===== config.mk =====
export PLATFORM = sky130hd
export DESIGN_NAME = pipe_skid_reg_flat
export DESIGN_NICKNAME = d
export VERILOG_FILES = /design/src/rtl/pipe_skid_reg_if.sv /design/src/rtl/pipe_skid_reg.sv /design/src/flat_wrapper.sv
export SDC_FILE = /design/constraint.sdc
export NUM_CORES = 1
export LEC_CHECK = 0
export ABC_AREA = 1
export CAP_MARGIN = 10
export CORE_ASPECT_RATIO = 0.7
export CORE_MARGIN = 4
export CORE_UTILIZATION = 54
export CTS_BUF_LIST = sky130_fd_sc_hd__clkbuf_8 sky130_fd_sc_hd__clkbuf_16
export CTS_CLUSTER_DIAMETER = 40
export DETAILED_ROUTE_END_ITERATION = 6
export GPL_ROUTABILITY_DRIVEN = 0
export PLACE_DENSITY = 0.78
export RECOVER_POWER = 25
export SETUP_SLACK_MARGIN = 0.1
export SLEW_MARGIN = 15
export SYNTH_ARGS = -nofsm -noshare
export SYNTH_HDL_FRONTEND = slang
export SYNTH_SLANG_ARGS = --single-unit

===== constraint.sdc =====
create_clock -name clk -period 3 [get_ports clk]
set_input_delay 0.6 -clock clk [delete_from_list [all_inputs] [get_ports clk]]
set_output_delay 0.6 -clock clk [all_outputs]
set_load 0.02 [all_outputs]

===== src/rtl/pipe_skid_reg_if.sv =====
// Handshake bundle for pipe_skid_reg: upstream and downstream valid/ready/data plus occupancy.
// Handshake rule: a transfer happens on a rising clk edge exactly when valid and ready are both 1;
// once valid is raised it and its data are held until that transfer happens.
interface pipe_skid_reg_if #(
    parameter int WIDTH = 16,
    parameter int DEPTH = 2
);
    localparam int OCC_W = $clog2(2 * DEPTH + 1);

    logic             in_valid;
    logic             in_ready;
    logic [WIDTH-1:0] in_data;
    logic             out_valid;
    logic             out_ready;
    logic [WIDTH-1:0] out_data;
    logic [OCC_W-1:0] occ;

    modport master (
        output in_valid, in_data, out_ready,
        input  in_ready, out_valid, out_data, occ
    );

    modport slave (
        input  in_valid, in_data, out_ready,
        output in_ready, out_valid, out_data, occ
    );
endinterface


===== src/rtl/pipe_skid_reg.sv =====
// Elastic pipeline register: DEPTH cascaded skid-buffer stages (main + skid slot each),
// ready is registered per stage so no combinational ready path spans the chain.
module pipe_skid_reg #(
    parameter int WIDTH = 16,
    parameter int DEPTH = 2
) (
    input  logic           clk,
    input  logic           rst_n,
    input  logic           flush,
    pipe_skid_reg_if.slave bus
);
    localparam int OCC_W = $clog2(2 * DEPTH + 1);

    logic [DEPTH-1:0] mv_w;
    logic [DEPTH-1:0] sv_w;
    logic [WIDTH-1:0] md_w [DEPTH];

    for (genvar i = 0; i < DEPTH; i++) begin : g_stage
        logic             m_v;
        logic             s_v;
        logic [WIDTH-1:0] m_d;
        logic [WIDTH-1:0] s_d;
        logic             up_v;
        logic [WIDTH-1:0] up_d;
        logic             dn_rdy;
        logic             in_fire;
        logic             out_fire;

        if (i == 0) begin : g_first
            assign up_v = bus.in_valid;
            assign up_d = bus.in_data;
        end else begin : g_mid
            assign up_v = mv_w[i-1];
            assign up_d = md_w[i-1];
        end

        if (i == DEPTH - 1) begin : g_last
            assign dn_rdy = bus.out_ready;
        end else begin : g_inner
            assign dn_rdy = ~sv_w[i+1];
        end

        // Ready towards upstream is just "skid slot empty", a pure register.
        assign in_fire  = up_v & ~s_v;
        assign out_fire = m_v & dn_rdy;

        always_ff @(posedge clk or negedge rst_n) begin
            if (!rst_n) begin
                m_v <= 1'b0;
                s_v <= 1'b0;
                m_d <= '0;
                s_d <= '0;
            end else if (flush) begin
                m_v <= 1'b0;
                s_v <= 1'b0;
            end else if (out_fire && s_v) begin
                m_d <= s_d;
                s_v <= 1'b0;
            end else if (out_fire) begin
                m_v <= in_fire;
                if (in_fire) m_d <= up_d;
            end else if (!m_v) begin
                if (in_fire) begin
                    m_v <= 1'b1;
                    m_d <= up_d;
                end
            end else if (in_fire) begin
                s_v <= 1'b1;
                s_d <= up_d;
            end
        end

        assign mv_w[i] = m_v;
        assign sv_w[i] = s_v;
        assign md_w[i] = m_d;

        a_skid_implies_main: assert property (
            @(posedge clk) disable iff (!rst_n) s_v |-> m_v
        );
    end

    logic             top_in_fire;
    logic             top_out_fire;
    logic [OCC_W-1:0] occ_q;

    assign top_in_fire  = bus.in_valid & ~sv_w[0];
    assign top_out_fire = mv_w[DEPTH-1] & bus.out_ready;

    always_ff @(posedge clk or negedge rst_n) begin
        if (!rst_n) begin
            occ_q <= '0;
        end else if (flush) begin
            occ_q <= '0;
        end else begin
            occ_q <= occ_q + OCC_W'(top_in_fire) - OCC_W'(top_out_fire);
        end
    end

    assign bus.in_ready  = ~sv_w[0];
    assign bus.out_valid = mv_w[DEPTH-1];
    assign bus.out_data  = md_w[DEPTH-1];
    assign bus.occ       = occ_q;
endmodule


===== src/flat_wrapper.sv =====
// flat-port wrapper written by rule: the top's interface ports become plain ports
module pipe_skid_reg_flat 
#(
    parameter int WIDTH = 16,
    parameter int DEPTH = 2
)
  (clk, rst_n, flush, bus_in_valid, bus_in_data, bus_out_ready, bus_in_ready, bus_out_valid, bus_out_data, bus_occ);
  pipe_skid_reg_if #(.WIDTH(WIDTH), .DEPTH(DEPTH)) bus_i ();
  input  logic clk;
  input  logic rst_n;
  input  logic flush;
  input wire logic [$bits(bus_i.in_valid)-1:0] bus_in_valid;
  input wire logic [$bits(bus_i.in_data)-1:0] bus_in_data;
  input wire logic [$bits(bus_i.out_ready)-1:0] bus_out_ready;
  output wire logic [$bits(bus_i.in_ready)-1:0] bus_in_ready;
  output wire logic [$bits(bus_i.out_valid)-1:0] bus_out_valid;
  output wire logic [$bits(bus_i.out_data)-1:0] bus_out_data;
  output wire logic [$bits(bus_i.occ)-1:0] bus_occ;
  assign bus_i.in_valid = bus_in_valid;
  assign bus_i.in_data = bus_in_data;
  assign bus_i.out_ready = bus_out_ready;
  assign bus_in_ready = bus_i.in_ready;
  assign bus_out_valid = bus_i.out_valid;
  assign bus_out_data = bus_i.out_data;
  assign bus_occ = bus_i.occ;
  pipe_skid_reg #(.WIDTH(WIDTH), .DEPTH(DEPTH)) u_core (.clk(clk), .rst_n(rst_n), .flush(flush), .bus(bus_i));
endmodule

==> After elaboration in Yosys (flattened, before gate mapping) <==
Cells that the tools add are included.
{ "totals": {"regBits": 71, "inputBits": 21, "output_inout_bits": 21} }
{ "classes": {"add_sub_neg": 2, "n_eq_ne": 6, "muxes": 29, "n_bitwise": 10, "reduce_logical": 12} }
{ "ops": {"columns": ["cell", "n"], "rows": [
  ["two-way mux 16 bit", 8],
  ["two-way mux 1 bit", 20],
  ["inequality test 3 bit (second input constant)", 4],
  ["nonzero test 3 bit", 4],
  ["AND reduction 5 bit", 2],
  ["NOT 1 bit", 7],
  ["AND reduction 3 bit", 2],
  ["inequality test 2 bit (second input constant)", 2],
  ["AND reduction 2 bit", 2],
  ["adder 3 x 1 -> 3 bit", 1],
  ["AND 1 bit", 3],
  ["two-way mux 3 bit", 1],
  ["subtractor 3 x 1 -> 3 bit", 1],
  ["logical AND 1 bit", 2]
]} }

==> Depth between registers and ports, before layout <==
{ "logic_depth": {"word_depth": 7, "ltp_mapped": 10} }

==> Least setup slack after synthesis <==
Ideal clock, no wire load.
{ "synth_timing": {"path_type": "input -> register", "from": "input port bus_out_ready", "to": "register u_core.occ_q[2] (netlist: u_core.bus.occ[2])", "setup_time_ns": 0.117, "arrival_ns": 1.529, "required_time_ns": 2.883, "path_slack_ns": 1.354, "cell_stages": 7, "path_buffers": 0, "path_cell_list": "nand2_1 xnor2_1 ha_1 inv_1 fa_1 nor2_1 nor2_1"} }
{ "synth_via": {"elab_chain_cells": 3} }
{ "synth_lines": {"columns": ["element", "line_no", "source"], "rows": [
  ["from (decl)", "flat_wrapper.sv:14", "input wire logic [$bits(bus_i.out_ready)-1:0] bus_out_ready;"],
  ["AND 1 bit", "pipe_skid_reg.sv:87", "assign top_out_fire = mv_w[DEPTH-1] & bus.out_ready;"],
  ["subtractor 3 x 1 -> 3 bit", "pipe_skid_reg.sv:95", "occ_q <= occ_q + OCC_W'(top_in_fire) - OCC_W'(top_out_fire);"],
  ["two-way mux 3 bit", "pipe_skid_reg.sv:92", "end else if (flush) begin"],
  ["to (signal assigned)", "pipe_skid_reg.sv:95", null],
  ["to (decl)", "pipe_skid_reg.sv:84", "logic [OCC_W-1:0] occ_q;"]
]} }
No other way between the ends.
A chain may end at the register's enable or synchronous reset.

==> Worst setup path after layout <==
{ "layout_timing": {"from": "register u_core.g_stage[0].s_v", "to": "output port bus_in_ready"} }
{ "layout_via": {"elab_chain_cells": 1} }
{ "layout_lines": {"columns": ["element", "line_no", "source"], "rows": [
  ["from (decl)", "pipe_skid_reg.sv:20", "logic s_v;"],
  ["from (signal assigned)", "pipe_skid_reg.sv:50", "s_v <= 1'b0;"],
  ["from (signal assigned)", "pipe_skid_reg.sv:55", "s_v <= 1'b0;"],
  ["from (signal assigned)", "pipe_skid_reg.sv:58", "s_v <= 1'b0;"],
  ["NOT 1 bit", "pipe_skid_reg.sv:99", "assign bus.in_ready = ~sv_w[0];"],
  ["to (decl)", "flat_wrapper.sv:15", "output wire logic [$bits(bus_i.in_ready)-1:0] bus_in_ready;"]
]} }
No other way between the ends.

==> Flow_metrics.wiki <==
{| class="wikitable"
! Metric !! Value
|-
| Violated checks || max-capacitance violations
|-
| Layout cells sized above 1 || under 10%
|-
| Via count of the first global-routing pass || 2712
|-
| Largest net degree at the start of global routing || 47
|-
| GRT Overall Usage || between 20% and 30%
|-
| Commonest non-fill, non-tap cells in the layout || sky130_fd_sc_hd__nand2_1 (201), sky130_fd_sc_hd__dfrtp_1 (71), sky130_fd_sc_hd__clkdlybuf4s50_1 (40), sky130_fd_sc_hd__inv_1 (39), sky130_fd_sc_hd__o21ai_0 (29)
|-
| CP max stage cell || sky130_fd_sc_hd__clkdlybuf4s50_1
|-
| Leak pwr || 2.15 nW
|-
| Register clock-pin slew on the reported worst setup and hold paths || 0.07 ns
|-
| Sum of buffers and inverters on the critical path || 3
|-
| Wire length of the first global-routing pass || 12.4 mm
|-
| Period utilisation layout || 74.2%
|-
| Slew Viols, Final || 0
|-
| Overall die area || ~0.0077 sq mm
|-
| Multi-input gate area in the final layout || approximately 0.0013 sq mm
|-
| Core Footprint || 0.00593 sq mm
|-
| Max VDD drop || roughly 0.37 mV
|-
| Setup TNS Final || 0 ns
|-
| Number of buffers created by CTS || 9
|-
| Most common cell after layout, fill and taps aside || sky130_fd_sc_hd__nand2_1
|-
| Outcome || finished with violations
|-
| Final setup fails || 0
|-
| Sum of net half-perimeters after detailed placement || 4.81 mm
|-
| DRC violations left || 0
|-
| Final instance area || 0.00407 sq mm
|-
| Detailed Routing Iterations Pass 1 || 5
|-
| Startpoint type of the worst setup path || flop
|-
| Number of post-CTS setup repair buffers || 0
|-
| Seq/Total Area, Yosys || 52.1%
|-
| Crit path capture type || primary output
|-
| Met3 track utilization from global routing || 5.44%
|-
| Setup repair after global routing missed its margin || false
|-
| Worst path cell trace || buf_4 -> inv_4 -> clkdlybuf4s50_1
|-
| Final Power || 2.58 mW
|-
| H-tree level count || 3
|-
| Slowest stage delay, CP || 0.60 ns
|-
| Met2 Usage GRT || 34.6%
|-
| Highest attainable clock frequency || 0.449 GHz
|-
| Number of port buffers || 41
|-
| Finished Core Util || 68.6%
|-
| Detailed-route via count || 2818
|-
| Count of cell types in the netlist || 27
|-
| Fraction of synthesized cell area taken by the top area cell type || 52.1%
|-
| Path type of the worst min-delay path || flop to flop
|-
| Via count normalized by instance count || 5.21
|-
| Layer with the highest usage || met2
|-
| TritonCTS clock tree || built
|-
| WS Path Type || flop to primary output
|-
| Number of warnings issued by yosys || 0
|-
| CTS root buffer || sky130_fd_sc_hd__clkbuf_8
|-
| Leading post-synthesis cells by cell area || sky130_fd_sc_hd__dfrtp_1 (52%), sky130_fd_sc_hd__nand2_1 (22%), sky130_fd_sc_hd__inv_1 (4.3%), sky130_fd_sc_hd__o21ai_0 (4.3%), sky130_fd_sc_hd__nand4_1 (2.9%)
|-
| Layout filler cell count || 490
|-
| Final-stage net count || a little under 500
|-
| Family with the most delay on the worst path || buffers and inverters
|-
| Layout Skew || 0.00629 ns
|-
| Sum of routed wire length over all layers || roughly 7.2 mm
|-
| Initial standard-cell utilization of the core || 57.5%
|-
| Synthesized netlist cell count || ~430
|-
| P&R area growth vs syn || 19.4%
|-
| Average routed wire per standard cell || 13.2 um
|-
| Area taken by flip-flops and latches || about 0.0018 sq mm
|-
| Required time at the endpoint of the critical path || around 2.4 ns
|-
| Transition time at the pin with the least slew margin || about 1.5 ns
|-
| Worst skew pair latency || 0.35 ns
|-
| # resized after CTS || 0
|-
| Slew Limit Headroom || 0.203%
|-
| Met1 usage || 28.4%
|-
| Critical path fanouts, max || 18
|-
| Remaining global-route overflow || 0
|-
| Critical path data arrival time || 1.63 ns
|-
| Row count || 23
|-
| Detailed router's first-iteration violation count || 210
|-
| Max-cap check violation count || 1
|-
| Placed standard-cell area || 0.00381 sq mm
|-
| Total clock sinks || 71
|-
| DRT antenna net count || 0
|-
| Synth Cell Area || 0.00341 sq mm
|-
| Maximum clock path buffer count || 2
|-
| Height of the chip || around 74 um
|-
| Cell accounting for the most synthesized area || sky130_fd_sc_hd__dfrtp_1
|-
| Top-Level Pins || 42
|-
| Chip width || 103 um
|-
| Ant diodes || 0
|-
| Final critical path time including I/O delays and setup || 2.23 ns
|-
| Seq cells post-synth || 71
|-
| Mean instance size in the synthesized netlist || 8.02 sq um
|-
| Number of antenna violations at the first check in global routing || 0
|-
| Hold buffer count at cts || 0
|-
| Total nets after synthesis || 448
|-
| Hold Violations, Final || 0
|-
| Ratio of total power to cell area || 634 mW/mm^2
|}
-- synth_stat cells (all sizes together) --
cell type and number:
nand2 205, dfrtp 71, inv 44, o21ai 32
nand3 20, buf 18, nand4 16, nor2 6
a21oi 2, a31oi 2, clkbuf 2, o31ai 2
clkinv 1, fa 1, ha 1, xnor2 1
xor2 1
-- sequential cells by signal, summed over array words and instances, names as in the netlist --
register and count:
u_core.bus.occ 3, u_core.bus.out_data 16, u_core.bus.out_valid 1, u_core.g_stage.m_d 16, u_core.g_stage.m_v 1, u_core.g_stage.s_d 32, u_core.g_stage.s_v 2
-- tightest hold or removal path, cell delays in order, from the launching register on --
cell and delay, ns:
sky130_fd_sc_hd__dfrtp_1 0.35, sky130_fd_sc_hd__nand2_1 0.05, sky130_fd_sc_hd__nand2_1 0.05
-- area by class of cell --
| type | count | area share (%) |
|---|---|---|
| Inverter | 45 | 4.40 |
| Timing Repair Buffer | 45 | 11.0 |
| Sequential cell | 71 | 43.7 |
| Tap cell | 75 | 2.31 |
| Clock buffer | 11 | 3.72 |
| Multi-Input combinational cell | 289 | 32.4 |
| Clock inverter | 5 | 2.55 |
-- path summary, 6_finish.rpt --
path	from	endpoint	slack, ns	cells past startpoint
min reg2reg	u_core.bus.out_data[14]	u_core.bus.out_data[14]	0.48	2
max in group asynchronous	rst_n	u_core.g_stage[0].m_d[1]	1.48	2
max	u_core.g_stage[0].s_v	bus_in_ready	0.77	3
min in group asynchronous	rst_n	u_core.bus.out_valid	0.60	1
max reg2reg	u_core.g_stage[0].m_v	u_core.g_stage[0].s_d[1]	1.23	5
min	u_core.bus.out_data[14]	u_core.bus.out_data[14]	0.48	2
-- power by group --
group | total, mW | leakage, nW | internal (mW) | switching, mW
clock | 0.955 | 0.130 | 0.598 | 0.358
sequential | 1.17 | 0.935 | 1.08 | 0.0814
combinational | 0.459 | 1.09 | 0.208 | 0.252
-- cell families after synthesis --
| logic type | share of synthesized area (%) |
|---|---|
| flops | 52.1 |
| compound gates | 6.46 |
| fa+ha+maj | 0.954 |
| buf+inv | 9.21 |
| xor+xnor | 0.514 |
| simple gates | 30.7 |
-- routing by layer --
layer  up-vias  share of wire [%]
li1       1389                  -
met1      1343                 47
met2        77                 47
met3         9                5.9
met4         0               0.88
met5         -                  0
-- through the flow --
step                hold slack, ns  instances  setup slack [ns]
floorplan                    0.304        425              1.35
global placement             0.462        525             0.705
detailed placement           0.464        525             0.673
CTS                          0.282        541             0.763
global route                 0.494        541             0.703
finish                       0.481        541             0.773
Power figures use the tool's default switching activity.
